**config.mk**
```make
export PLATFORM = sky130hd
export DESIGN_NAME = dmem_access_ctrl
export DESIGN_NICKNAME = d
export VERILOG_FILES = /design/src/rtl/dmem_access_ctrl.sv
export SDC_FILE = /design/constraint.sdc
export NUM_CORES = 1
export LEC_CHECK = 0
export CORE_MARGIN = 2
export CORE_UTILIZATION = 30
export DETAILED_ROUTE_END_ITERATION = 10
export SLEW_MARGIN = 15
export SYNTH_ARGS = -nofsm -noshare
export SYNTH_HDL_FRONTEND = slang
export SYNTH_SLANG_ARGS = --single-unit
export TNS_END_PERCENT = 50
```
**constraint.sdc**
```tcl
create_clock -name clk -period 3 [get_ports clk]
set_input_delay 0.3 -clock clk [delete_from_list [all_inputs] [get_ports clk]]
set_output_delay 0.3 -clock clk [all_outputs]
set_load 0.005 [all_outputs]
```
**src/rtl/dmem_access_ctrl.sv**
```systemverilog
// MEM-stage data-memory access sequencer for a req/gnt/rvalid bus.
// Handles alignment traps, byte lanes, bus timeouts, flush kills and pipeline stall.
module dmem_access_ctrl #(
    parameter int unsigned TIMEOUT_CYCLES = 255
) (
    input  logic        clk,
    input  logic        rst_n,
    input  logic        req_valid,
    input  logic [3:0]  req_op,
    input  logic [31:0] req_addr,
    input  logic [31:0] req_wdata,
    input  logic        flush,
    output logic        stall,
    output logic        dmem_req,
    output logic        dmem_we,
    output logic [31:0] dmem_addr,
    output logic [3:0]  dmem_wstrb,
    output logic [31:0] dmem_wdata,
    input  logic        dmem_gnt,
    input  logic        dmem_rvalid,
    input  logic [31:0] dmem_rdata,
    input  logic        dmem_err,
    output logic        resp_valid,
    output logic [31:0] resp_rdata_raw,
    output logic [1:0]  resp_addr_lsb2,
    output logic        trap_valid,
    output logic [30:0] trap_mcause
);

    // Op encoding; 0 and 9..15 are non-memory ops.
    localparam logic [3:0] MEM_LB  = 4'd1;
    localparam logic [3:0] MEM_LH  = 4'd2;
    localparam logic [3:0] MEM_LW  = 4'd3;
    localparam logic [3:0] MEM_LBU = 4'd4;
    localparam logic [3:0] MEM_LHU = 4'd5;
    localparam logic [3:0] MEM_SB  = 4'd6;
    localparam logic [3:0] MEM_SH  = 4'd7;
    localparam logic [3:0] MEM_SW  = 4'd8;

    localparam logic [30:0] TRAP_CODE_LOAD_ADDR_MISALIGNED  = 31'd4;
    localparam logic [30:0] TRAP_CODE_LOAD_ACCESS_FAULT     = 31'd5;
    localparam logic [30:0] TRAP_CODE_STORE_ADDR_MISALIGNED = 31'd6;
    localparam logic [30:0] TRAP_CODE_STORE_ACCESS_FAULT    = 31'd7;

    localparam logic [15:0] TIMEOUT_LIMIT = 16'(TIMEOUT_CYCLES);

    typedef enum logic [2:0] {
        ST_IDLE,
        ST_ADDR,
        ST_DATA,
        ST_RESP,
        ST_MISAL
    } state_t;

    state_t      state_q, state_d;
    logic [31:0] addr_q, addr_d;
    logic [31:0] wdata_q, wdata_d;
    logic [3:0]  wstrb_q, wstrb_d;
    logic        store_q, store_d;
    logic [31:0] rdata_q, rdata_d;
    logic        err_q, err_d;
    logic        kill_q, kill_d;
    logic [15:0] cnt_q, cnt_d;

    logic        req_is_mem, req_is_store, req_is_half, req_is_word;
    logic        req_misal;
    logic [3:0]  req_strb;
    logic [15:0] cnt_inc;
    logic        timeout_hit;

    always_comb begin
        req_is_mem   = 1'b0;
        req_is_store = 1'b0;
        req_is_half  = 1'b0;
        req_is_word  = 1'b0;
        case (req_op)
            MEM_LB, MEM_LBU: req_is_mem = 1'b1;
            MEM_LH, MEM_LHU: begin req_is_mem = 1'b1; req_is_half = 1'b1; end
            MEM_LW:          begin req_is_mem = 1'b1; req_is_word = 1'b1; end
            MEM_SB:          begin req_is_mem = 1'b1; req_is_store = 1'b1; end
            MEM_SH:          begin req_is_mem = 1'b1; req_is_store = 1'b1; req_is_half = 1'b1; end
            MEM_SW:          begin req_is_mem = 1'b1; req_is_store = 1'b1; req_is_word = 1'b1; end
            default:         ;
        endcase
    end

    assign req_misal = (req_is_half & req_addr[0]) | (req_is_word & (|req_addr[1:0]));

    always_comb begin
        req_strb = 4'h0;
        if (req_is_store) begin
            if (req_is_word)      req_strb = 4'hF;
            else if (req_is_half) req_strb = 4'b0011 << req_addr[1:0];
            else                  req_strb = 4'b0001 << req_addr[1:0];
        end
    end

    assign cnt_inc     = cnt_q + 16'd1;
    assign timeout_hit = (cnt_inc == TIMEOUT_LIMIT);

    always_comb begin
        state_d = state_q;
        addr_d  = addr_q;
        wdata_d = wdata_q;
        wstrb_d = wstrb_q;
        store_d = store_q;
        rdata_d = rdata_q;
        err_d   = err_q;
        kill_d  = kill_q;
        cnt_d   = cnt_q;
        case (state_q)
            ST_IDLE: begin
                kill_d = 1'b0;
                if (req_valid && req_is_mem && !flush) begin
                    addr_d  = req_addr;
                    wdata_d = req_wdata << {req_addr[1:0], 3'b000};
                    wstrb_d = req_strb;
                    store_d = req_is_store;
                    err_d   = 1'b0;
                    cnt_d   = 16'd0;
                    state_d = req_misal ? ST_MISAL : ST_ADDR;
                end
            end
            ST_ADDR: begin
                cnt_d = cnt_inc;
                if (flush) kill_d = 1'b1;
                // A grant arriving on the timeout cycle is too late: the request is dropped.
                if (timeout_hit) begin
                    err_d   = 1'b1;
                    state_d = ST_RESP;
                end else if (dmem_gnt) begin
                    state_d = ST_DATA;
                end
            end
            ST_DATA: begin
                cnt_d = cnt_inc;
                if (flush) kill_d = 1'b1;
                if (dmem_rvalid) begin
                    rdata_d = dmem_rdata >> {addr_q[1:0], 3'b000};
                    err_d   = dmem_err;
                    state_d = ST_RESP;
                end else if (timeout_hit) begin
                    err_d   = 1'b1;
                    state_d = ST_RESP;
                end
            end
            ST_RESP, ST_MISAL: begin
                kill_d  = 1'b0;
                state_d = ST_IDLE;
            end
            default: state_d = ST_IDLE;
        endcase
    end

    always_ff @(posedge clk or negedge rst_n) begin
        if (!rst_n) begin
            state_q <= ST_IDLE;
            addr_q  <= '0;
            wdata_q <= '0;
            wstrb_q <= '0;
            store_q <= 1'b0;
            rdata_q <= '0;
            err_q   <= 1'b0;
            kill_q  <= 1'b0;
            cnt_q   <= '0;
        end else begin
            state_q <= state_d;
            addr_q  <= addr_d;
            wdata_q <= wdata_d;
            wstrb_q <= wstrb_d;
            store_q <= store_d;
            rdata_q <= rdata_d;
            err_q   <= err_d;
            kill_q  <= kill_d;
            cnt_q   <= cnt_d;
        end
    end

    assign dmem_req   = (state_q == ST_ADDR);
    assign dmem_we    = dmem_req & store_q;
    assign dmem_addr  = dmem_req ? {addr_q[31:2], 2'b00} : 32'h0;
    assign dmem_wstrb = dmem_req ? wstrb_q : 4'h0;
    assign dmem_wdata = dmem_req ? wdata_q : 32'h0;

    assign resp_valid     = ((state_q == ST_RESP) || (state_q == ST_MISAL)) && !kill_q && !flush;
    assign trap_valid     = resp_valid && ((state_q == ST_MISAL) || err_q);
    assign resp_rdata_raw = rdata_q;
    assign resp_addr_lsb2 = addr_q[1:0];

    always_comb begin
        trap_mcause = '0;
        if (state_q == ST_MISAL)
            trap_mcause = store_q ? TRAP_CODE_STORE_ADDR_MISALIGNED : TRAP_CODE_LOAD_ADDR_MISALIGNED;
        else if ((state_q == ST_RESP) && err_q)
            trap_mcause = store_q ? TRAP_CODE_STORE_ACCESS_FAULT : TRAP_CODE_LOAD_ACCESS_FAULT;
    end

    // Gated by rst_n so every output reads 0 while reset is held.
    assign stall = rst_n && req_valid && req_is_mem && !resp_valid && !flush;

endmodule

```
Word level (Yosys, flattened, before mapping)
Cells that the tools add are included.
{"block": "op_classes", "div_mod_pow": 0, "add_sub_neg": 1, "bitwise": 4, "reduce_logical": 32, "n_lt_le_gt_ge": 0, "shifts": 4, "multipliers": 0, "eq_ne": 17, "mux": 29}
{"op": "2-to-1 mux 32 bit", "count": 2}
{"op": "one-hot mux 16 bit (2 select lines)", "count": 1}
{"op": "left shift 32 x 5 -> 32 bit", "count": 1}
{"op": "right shift 32 x 5 -> 32 bit", "count": 1}
{"op": "2-to-1 mux 3 bit", "count": 8}
{"op": "adder 16 x 1 -> 16 bit (second input constant)", "count": 1}
{"op": "== test 16 x 8 -> 1 bit (second input constant)", "count": 1}
{"op": "== test 4 x 3 -> 1 bit (second input constant)", "count": 4}
{"op": "2-to-1 mux 16 bit", "count": 1}
{"op": "2-to-1 mux 4 bit", "count": 4}
{"op": "logical AND 1 bit", "count": 10}
{"op": "AND reduction 2 bit", "count": 5}
{"op": "one-hot mux 3 bit (3 select lines)", "count": 1}
{"op": "OR reduction 3 bit", "count": 3}
{"op": "== test 4 x 2 -> 1 bit (second input constant)", "count": 2}
{"op": "2-to-1 mux 1 bit", "count": 8}
{"op": "OR reduction 8 bit", "count": 1}
{"op": "== test 3 x 2 -> 1 bit (second input constant)", "count": 2}
{"op": "OR reduction 2 bit", "count": 3}
{"op": "== test 4 x 1 -> 1 bit (second input constant)", "count": 1}
{"op": "== test 4 bit (second input constant)", "count": 1}
{"op": "2-to-1 mux 2 bit", "count": 2}
{"op": "nonzero test 2 bit", "count": 2}
{"op": "left shift 1 x 2 -> 4 bit (first input constant)", "count": 1}
{"op": "other kinds (16)", "count": 21}
{"block": "word_totals", "out_inout_bits": 138, "memories": 0, "reg_bits": 122, "inputBits": 107, "mem_bits_ro": 0, "elab_cells": 96, "latch_bits": 0, "mem_bits_rw": 0}

Longest topological paths before layout
Gate-level depths: netlist (run 1).
{"block": "logic_depth", "depth_word": 8, "mapped_depth": 10, "depth_no_buf": 8}

Least setup slack after synthesis (run 1)
No wires, ideal clock.
{"block": "synth_timing", "path_kind": "register to register", "startpoint": "register cnt_q[0]", "endpoint": "register err_q", "path_buffers": 1, "path_stages_with_launch": 9, "arrival_ns": 2.119, "path_slack_ns": 0.801, "period_less_slack_ns": 2.199, "cell_sequence": "dfrtp_1 ha_1 buf_2 and3_4 and3_1 or3_1 a2111o_1 o21ba_1 o22ai_2"}
{"block": "synth_between", "elab_chain_len": 5}
{"item": "from (decl)", "line_no": "63", "source": "logic [15:0] cnt_q, cnt_d;"}
{"item": "from (signal assigned)", "line_no": "175", "source": "cnt_q <= cnt_d;"}
{"item": "adder 16 x 1 -> 16 bit *", "line_no": "98", "source": "assign cnt_inc = cnt_q + 16'd1;"}
{"item": "== test 16 x 8 -> 1 bit *", "line_no": "99", "source": "assign timeout_hit = (cnt_inc == TIMEOUT_LIMIT);"}
{"item": "2-to-1 mux 1 bit *"}
{"item": "2-to-1 mux 1 bit"}
{"item": "one-hot mux 1 bit (3 select lines) *"}
{"item": "to (signal assigned)", "line_no": "173", "source": "err_q <= err_d;"}
{"item": "to (decl)", "line_no": "61", "source": "logic err_q, err_d;"}
Every way passes the cells marked *; elsewhere a longest branch is shown, timed or not.
A chain may end at the register's enable or synchronous reset.

Worst setup path in the final report (run 1)
{"block": "layout_timing", "startpoint": "input port req_op[1]", "endpoint": "output port stall"}
{"block": "layout_between", "elab_chain_len": 6, "word_cells_on_any_way": 13, "classes_between": "eq/ne (8); mux (1); reduce/logical (4)"}
{"item": "from (decl)", "line_no": "9", "source": "input logic [3:0] req_op,"}
{"item": "== test 4 bit, or another cell as far along", "line_no": "76", "source": "case (req_op)"}
{"item": "OR reduction 8 bit (no line) *"}
{"item": "2-to-1 mux 1 bit *", "line_no": "76"}
{"item": "logical AND 1 bit * (3 in a row)", "line_no": "199", "source": "assign stall = rst_n && req_valid && req_is_mem && !resp_valid && !flush;"}
{"item": "to (decl)", "line_no": "13", "source": "output logic stall,"}
Marked as above.

==> run summary, run 1 <==
Maximum frequency from static timing analysis: 377.0 MHz
Placeable core area: 0.02250 sq mm
VDD IR max: 0.0004295 V
Grt total ovfl: 0
Startpoint kind of the worst setup timing path: input port
Buffers plus inverters on the worst setup path: 2
Syn. warnings: 0
Levels on crit path: 6
Detailed-router iteration count before antenna repair: 6
TritonCTS clock tree: yes
Post-CTS Repair Setup Buffers: 0
Run status: complete, no violations
Cell Pwr Density: 807.3 mW/mm^2
Number of sinks driven by the clock tree: 122
Area growth from synthesis to final layout: 42.04%
Post-layout utilization of the core: 43.04%
Stage delay of the slowest cell on the critical path: 590 ps
Sort of element at the end of the critical path: output pin
Area post-placement: 0.009124 sq mm
Post-CTS clock slew at the launch and capture registers of the worst setup and hold paths: 60 ps
Largest family of logic cells by synthesized area: simple AND/OR/NAND/NOR gates
Final setup vio count: 0
Compound-cell area share of the yosys netlist: 14.13%
Vias per cell: 4.731
Post-synthesis instance total: 735
Leading cell type in the layout, fill and taps excluded: sky130_fd_sc_hd__clkdlybuf4s50_1
Number of diodes: 0
Chip width: 154.8 um
Setup repair after global routing missed its margin: no
Total number of H-tree levels: 4
CP top delay family: buffers and inverters
Share of the clock period used by the worst path: 88.42%
Placement Rows: 55
Critical Path Fanout Max: 8
Area share of the largest cell type after synthesis: 44.77%
Required time worst endpoint: 2700 ps
Initial antenna violation count: 0
CTS Buffer Depth: 2
Synth Area in XOR/XNOR: 1.156%
Overall track demand over capacity in global routing: 16.37%
Net count reported at finish: 1039
Share of layout cells above drive strength 1: 11.03%
Most Frequent Cell on Critical Path: sky130_fd_sc_hd__clkdlybuf4s50_1
Type of the setup path with the least slack: input port to output pin
Number of placed I/O pins: 245
Total DRC errors in the routed layout: 0
Crit-path cells: clkdlybuf4s50_1, nor3_1, xnor2_1, nand3b_1, nor3b_1, clkdlybuf4s50_1
Post_cts resized: 0
Seq/Total Area, Yosys: 44.77%
Commonest cells after routing, fill and taps aside: sky130_fd_sc_hd__clkdlybuf4s50_1 (213), sky130_fd_sc_hd__dfrtp_1 (122), sky130_fd_sc_hd__nand2_1 (95)
Routed length per placed instance: 15.68 um
Starting utilization of the core area: 30.30%
Critical Path AT: 2350 ps
Seq cells post-synth: 122
Fraction of registers with async set/reset: 100.0%
Hold crit path type: input port to asynchronous set/reset pin
DRT antenna net count: 0
Number of buffers added by the clock tree synthesis step: 17
Number of buffers inserted by port buffering: 214
Area share of fa/ha/maj cells after synthesis: 0.3670%
Largest net degree at the start of global routing: 123
Critical Path Slowest Stage Cell: sky130_fd_sc_hd__clkdlybuf4s50_1
Slew @ Worst Pin: 723.0 ps
Total via count in the routed design: 5810
Max-slew violation count: 0
Final setup skew: 10.67 ps
Clock Latency Late Sink: 410 ps
Detailed placer's ending HPWL: 13790 um
Number of cells on the worst reg-to-reg path: 8
Final worst slack: 347.4 ps
First DRT Iteration DRCs: 344
Dpl ws: 220.3 ps
Total non-filler cell area in the finished layout: 0.009686 sq mm
Post-synth EDFFs: 0
Synth Area in Simple Gates: 19.96%
Most used DFF post-synth: sky130_fd_sc_hd__dfrtp_1
Maximum Capacitance Violations: 0
Syn avg cell area: 9.278 sq um
Relative slew slack: 51.70%
Cell types with the largest area share after synthesis: sky130_fd_sc_hd__dfrtp_1 (45%), sky130_fd_sc_hd__mux2_2 (7.6%), sky130_fd_sc_hd__and2_1 (6.3%), sky130_fd_sc_hd__nand2_1 (5.2%), sky130_fd_sc_hd__mux2i_1 (4.7%)
RePlAce Congestion: 0.7865
Wirelength, routed: 19260 um
Buffer type at the clock tree root: sky130_fd_sc_hd__clkbuf_16
Via count of the first global-routing pass: 5663
Die area: 0.02395 sq mm
First-pass GRT wire length: 31010 um
Final critical-path required period: 2653 ps
Setup TNS: 0 ps
Static power due to leakage: 4.077 nW
Count of different cell masters after synthesis: 53
Total power of the final layout: 7.819 mW
Largest area contributor in the netlist: sky130_fd_sc_hd__dfrtp_1
Mux share of post-synthesis cell area: 12.29%
Final Hold Vio Count: 0
Syn Std Cell Area: 0.006819 sq mm
Height of the die: 154.8 um
Count of hold buffers inserted by post-cts repair: 0
-- path summary, 6_finish.rpt --
kind | slack, ps | start | endpoint
worst max-delay path | 350 | req_op[1] | stall
worst min-delay path | 50 | rst_n | addr_q[4]$_DFFE_PN0P_
worst max register to register | 540 | cnt_q[0]$_DFFE_PN0P_ | err_q$_DFFE_PN0P_
worst min register to register | 470 | wdata_q[3]$_DFFE_PN0P_ | wdata_q[3]$_DFFE_PN0P_
max in group asynchronous | 2470 | rst_n | err_q$_DFFE_PN0P_
min in group clk | 470 | wdata_q[3]$_DFFE_PN0P_ | wdata_q[3]$_DFFE_PN0P_
-- sequential cells by signal, indices dropped and copies added (netlist names) --
name / count
err_q: 1
store_q: 1
cnt_q: 16
state_q: 3
resp_rdata_raw: 32
wdata_q: 32
wstrb_q: 4
kill_q: 1
addr_q: 32
-- power breakdown --
group / leakage [nW] / switching, mW / internal (mW)
combinational: 2.25 / 1.37 / 1.71
sequential: 1.55 / 0.440 / 2.33
clock: 0.279 / 0.804 / 1.17
total: 4.08 / 2.61 / 5.21
-- synth_stat cells, drive strengths merged (2+ instances only) --
| library cell | number |
|---|---|
| dfrtp | 122 |
| nand2 | 95 |
| and2 | 69 |
| o21ai | 63 |
| buf | 50 |
| a21oi | 48 |
| mux2 | 46 |
| nor2 | 39 |
| clkbuf | 34 |
| mux2i | 32 |
| nor2b | 18 |
| o31ai | 17 |
| a211oi | 16 |
| nand3 | 13 |
| inv | 9 |
| nor3 | 7 |
| xnor2 | 5 |
| a31oi | 4 |
| and3 | 4 |
| nand3b | 4 |
| nor3b | 4 |
| xor2 | 4 |
| nor4 | 3 |
| a2111o | 2 |
| a21o | 2 |
| a22o | 2 |
| ha | 2 |
| nand2b | 2 |
| nand4 | 2 |
| o22ai | 2 |
| or3 | 2 |
-- per-layer routing --
metal / track usage, % / routed length, um / share of wire (%)
met1: 21.88 / 8858 / 46
met2: 25.81 / 8825 / 46
met3: 5.548 / 1437 / 7.5
met4: 3.571 / 140 / 0.73
met5: 0 / 0 / 0
-- worst register-to-register path, cell delays in order (launching register included) --
cell and delay, ps:
sky130_fd_sc_hd__dfrtp_1 460, sky130_fd_sc_hd__ha_1 360, sky130_fd_sc_hd__inv_1 130, sky130_fd_sc_hd__nor3b_1 210
sky130_fd_sc_hd__a31oi_1 80, sky130_fd_sc_hd__a2111o_1 410, sky130_fd_sc_hd__a2111o_1 420, sky130_fd_sc_hd__o21ba_1 220
sky130_fd_sc_hd__o22ai_2 100
-- kinds of logic (layout without fill, tap and decap cells) --
family / Yosys count / in the layout
and+or+nand+nor: 267 / 267
AOI/OAI and AO/OA: 163 / 163
DFF: 122 / 122
buffers and inverters: 93 / 272
muxes: 78 / 78
xor gates and xnor gates: 9 / 9
adders and majority gates: 2 / 2
other: 1 / 30
-- cell type report --
class	instances	area (sq um)
clock inverters	12	115.1
well taps	285	356.6
flip-flops and latches	122	3053
repair buffers	231	2292
fillers	2214	12820
multi-input cells	549	3388
clock buffers	20	446.7
inverters	9	33.78
-- metrics by stage --
stage,hold WS (ps),std cells
3_3_place_gp,456.9,1196
4_1_cts,80.35,1228
2_1_floorplan,4.409,764
6_report,50.59,1228
5_1_grt,114.1,1228
3_5_place_dp,463.0,1196
Power figures use the tool's default switching activity.
==> run 2: changes to the inputs <==
CORE_ASPECT_RATIO = 1.2   (was not set)
==> run 2 against run 1 <==
Compared with the run above:
- sequential power barely moved
- total power rose by 0.63%
- combinational power barely moved
- sequential share of layout area did not move
- non-clock buffer count did not move
- clock power barely moved
- worst hold slack improved by 40 ps
- via count rose by 0.81%
- core utilization rose by 0.25 points
- flip-flop and latch count did not move
- register-to-register slack barely moved
==> run summary, run 2 (synthesis gave the netlist of run 1 again) <==
Crit-path cells: clkdlybuf4s50_1, nor3_1, xnor2_1, nand3b_1, buf_4, nor3b_1, clkdlybuf4s50_1
Reg2reg start: cnt_q[0]$_DFFE_PN0P_
Initial antenna violation count: 0 (unchanged)
Post-CTS clock slew at the launch and capture registers of the worst setup and hold paths: 60 ps (about the same)
Post-layout utilization of the core: 43.29% (+0.25 points)
Sort of element at the end of the critical path: output pin
Height of the die: 169.2 um (+9.3%)
Max-slew violation count: 0 (unchanged)
Die area: 0.02396 sq mm (about the same)
Wirelength, routed: 19720 um (+2.4%)
Total DRC errors in the routed layout: 0 (unchanged)
Setup slack, reg-to-reg: 540 ps (about the same)
DRT antenna net count: 0 (unchanged)
Final Hold Vio Count: 0 (unchanged)
Share of layout cells above drive strength 1: 11.13% (+0.11 points)
Number of buffers inserted by port buffering: 214 (unchanged)
Number of buffers added by the clock tree synthesis step: 17 (unchanged)
Total area of multi-input combinational cells: 0.003388 sq mm (unchanged)
Via count of the first global-routing pass: 5593 (-1.2%)
Critical Path Slowest Stage Cell: sky130_fd_sc_hd__clkdlybuf4s50_1
Startpoint kind of the worst setup timing path: input port
Critical Path AT: 2350 ps (about the same)
Number of placed I/O pins: 245 (unchanged)
Buffer type at the clock tree root: sky130_fd_sc_hd__clkbuf_16
Hold crit path type: input port to asynchronous set/reset pin
Area used by sequential logic in the layout: 0.003053 sq mm (unchanged)
Vias per cell: 4.793 (+1.3%)
CTS Buffer Depth: 2 (unchanged)
Number of diodes: 0 (unchanged)
Area post-placement: 0.009116 sq mm (about the same)
Type of the setup path with the least slack: input port to output pin
VDD IR max: 0.0004226 V (-1.6%)
Detailed placer's ending HPWL: 13980 um (+1.4%)
Starting utilization of the core area: 30.48% (+0.18 points)
Maximum Capacitance Violations: 0 (unchanged)
Post-CTS Repair Setup Buffers: 0 (unchanged)
Total non-filler cell area in the finished layout: 0.009686 sq mm (unchanged)
Commonest cells after routing, fill and taps aside: sky130_fd_sc_hd__clkdlybuf4s50_1 (213), sky130_fd_sc_hd__dfrtp_1 (122), sky130_fd_sc_hd__nand2_1 (95)
TritonCTS clock tree: yes
Share of the clock period used by the worst path: 88.40% (about the same)
Relative slew slack: 44.62% (-7.1 points)
Leading cell type in the layout, fill and taps excluded: sky130_fd_sc_hd__clkdlybuf4s50_1
Net count reported at finish: 1039 (unchanged)
Detailed-router iteration count before antenna repair: 5 (-1)
Critical Path Fanout Max: 8 (unchanged)
First DRT Iteration DRCs: 303 (-12%)
Total via count in the routed design: 5857 (+0.81%)
Slew @ Worst Pin: 830.6 ps (+107.6 ps)
Total number of H-tree levels: 4 (unchanged)
Number of fillers in the final layout: 2225 (+0.50%)
Placement Rows: 60 (+9.1%)
Overall track demand over capacity in global routing: 16.38% (about the same)
Grt total ovfl: 0 (unchanged)
Routed length per placed instance: 16.13 um (+2.9%)
Number of cells on the worst reg-to-reg path: 8 (unchanged)
Count of hold buffers inserted by post-cts repair: 0 (unchanged)
Final critical-path required period: 2652 ps (-0.4810 ps)
Crit. Startpoint: req_op[1]
Final setup vio count: 0 (unchanged)
Placeable core area: 0.02237 sq mm (-0.58%)
RePlAce Congestion: 0.8517 (+8.3%)
Setup TNS: 0 ps (unchanged)
Final setup skew: 8.130 ps (-2.543 ps)
Largest net degree at the start of global routing: 70 (-43%)
Setup repair after global routing missed its margin: no
Number of sinks driven by the clock tree: 122 (unchanged)
Static power due to leakage: 4.074 nW (about the same)
Stage delay of the slowest cell on the critical path: 540 ps (-50 ps)
Capture point of the critical path: stall
Endpoint of the lowest-slack register-to-register path: err_q$_DFFE_PN0P_
Maximum frequency from static timing analysis: 377.1 MHz (about the same)
Chip width: 141.6 um (-8.5%)
Area growth from synthesis to final layout: 42.04% (unchanged)
First-pass GRT wire length: 31210 um (+0.64%)
Cell Pwr Density: 812.4 mW/mm^2 (+0.63%)
Required time worst endpoint: 2700 ps (about the same)
Run status: complete, no violations
Clock Latency Late Sink: 410 ps (about the same)
Most Frequent Cell on Critical Path: sky130_fd_sc_hd__clkdlybuf4s50_1
Post_cts resized: 0 (unchanged)
==> run 2: cell types whose count changed in the layout (fill, tap and decap cells not counted), sizes merged <==
cell,change
inv,+2
clkinv,-4
clkinvlp,+2
==> run 2: where the power goes <==
group	switching, mW	internal, mW
sequential	0.463	2.33
clock	0.800	1.19
combinational	1.38	1.71
total	2.64	5.23
==> run 2: critical path, delay by kind of cell <==
kind                      cells  cell delay [ps]
and+or+nand+nor               3              650
buffers and inverters         3             1240
xor gates and xnor gates      1              180
==> run 2: layout make-up <==
type | instances | share of cell area (%)
Clock buffer | 20 | 4.715
Timing Repair Buffer | 231 | 23.67
Inverter | 9 | 0.3488
Sequential cell | 122 | 31.52
Multi-Input combinational cell | 549 | 34.98
Tap cell | 279 | 3.604
Clock inverter | 12 | 1.163
==> run 2: per-layer routing <==
layer  track usage, %  wire length (um)  vias to the layer above
li1                 -                 -                     2869
met1            21.93              8812                     2788
met2            26.68              9559                      189
met3            4.684              1245                       11
met4            3.043                99                        0
met5                0                 0                        -
==> run 2: how the worst min path moves through the flow <==
stage,startpoint,to,depth (start not counted)
finish,rst_n,resp_rdata_raw[22]$_DFFE_PN0P_,2
global route,rst_n,resp_rdata_raw[20]$_DFFE_PN0P_,2
CTS,rst_n,cnt_q[2]$_DFFE_PN0P_,2
detailed placement,wdata_q[14]$_DFFE_PN0P_,wdata_q[14]$_DFFE_PN0P_,2
global placement,wdata_q[14]$_DFFE_PN0P_,wdata_q[14]$_DFFE_PN0P_,2
floorplan,rst_n,addr_q[0]$_DFFE_PN0P_,0
==> run 2: per-stage QoR <==
step                      instances  total power, mW  setup WS (ps)  hold slack (ps)
final                          1222            7.869          347.9            90.64
after CTS                      1222            7.985          358.1            137.3
after global placement         1190            5.884          385.8            452.9
after global routing           1222            8.452          187.9            160.1
after floorplan                 764            4.384          800.6            4.409
after detailed placement       1190            5.942          368.3            465.1
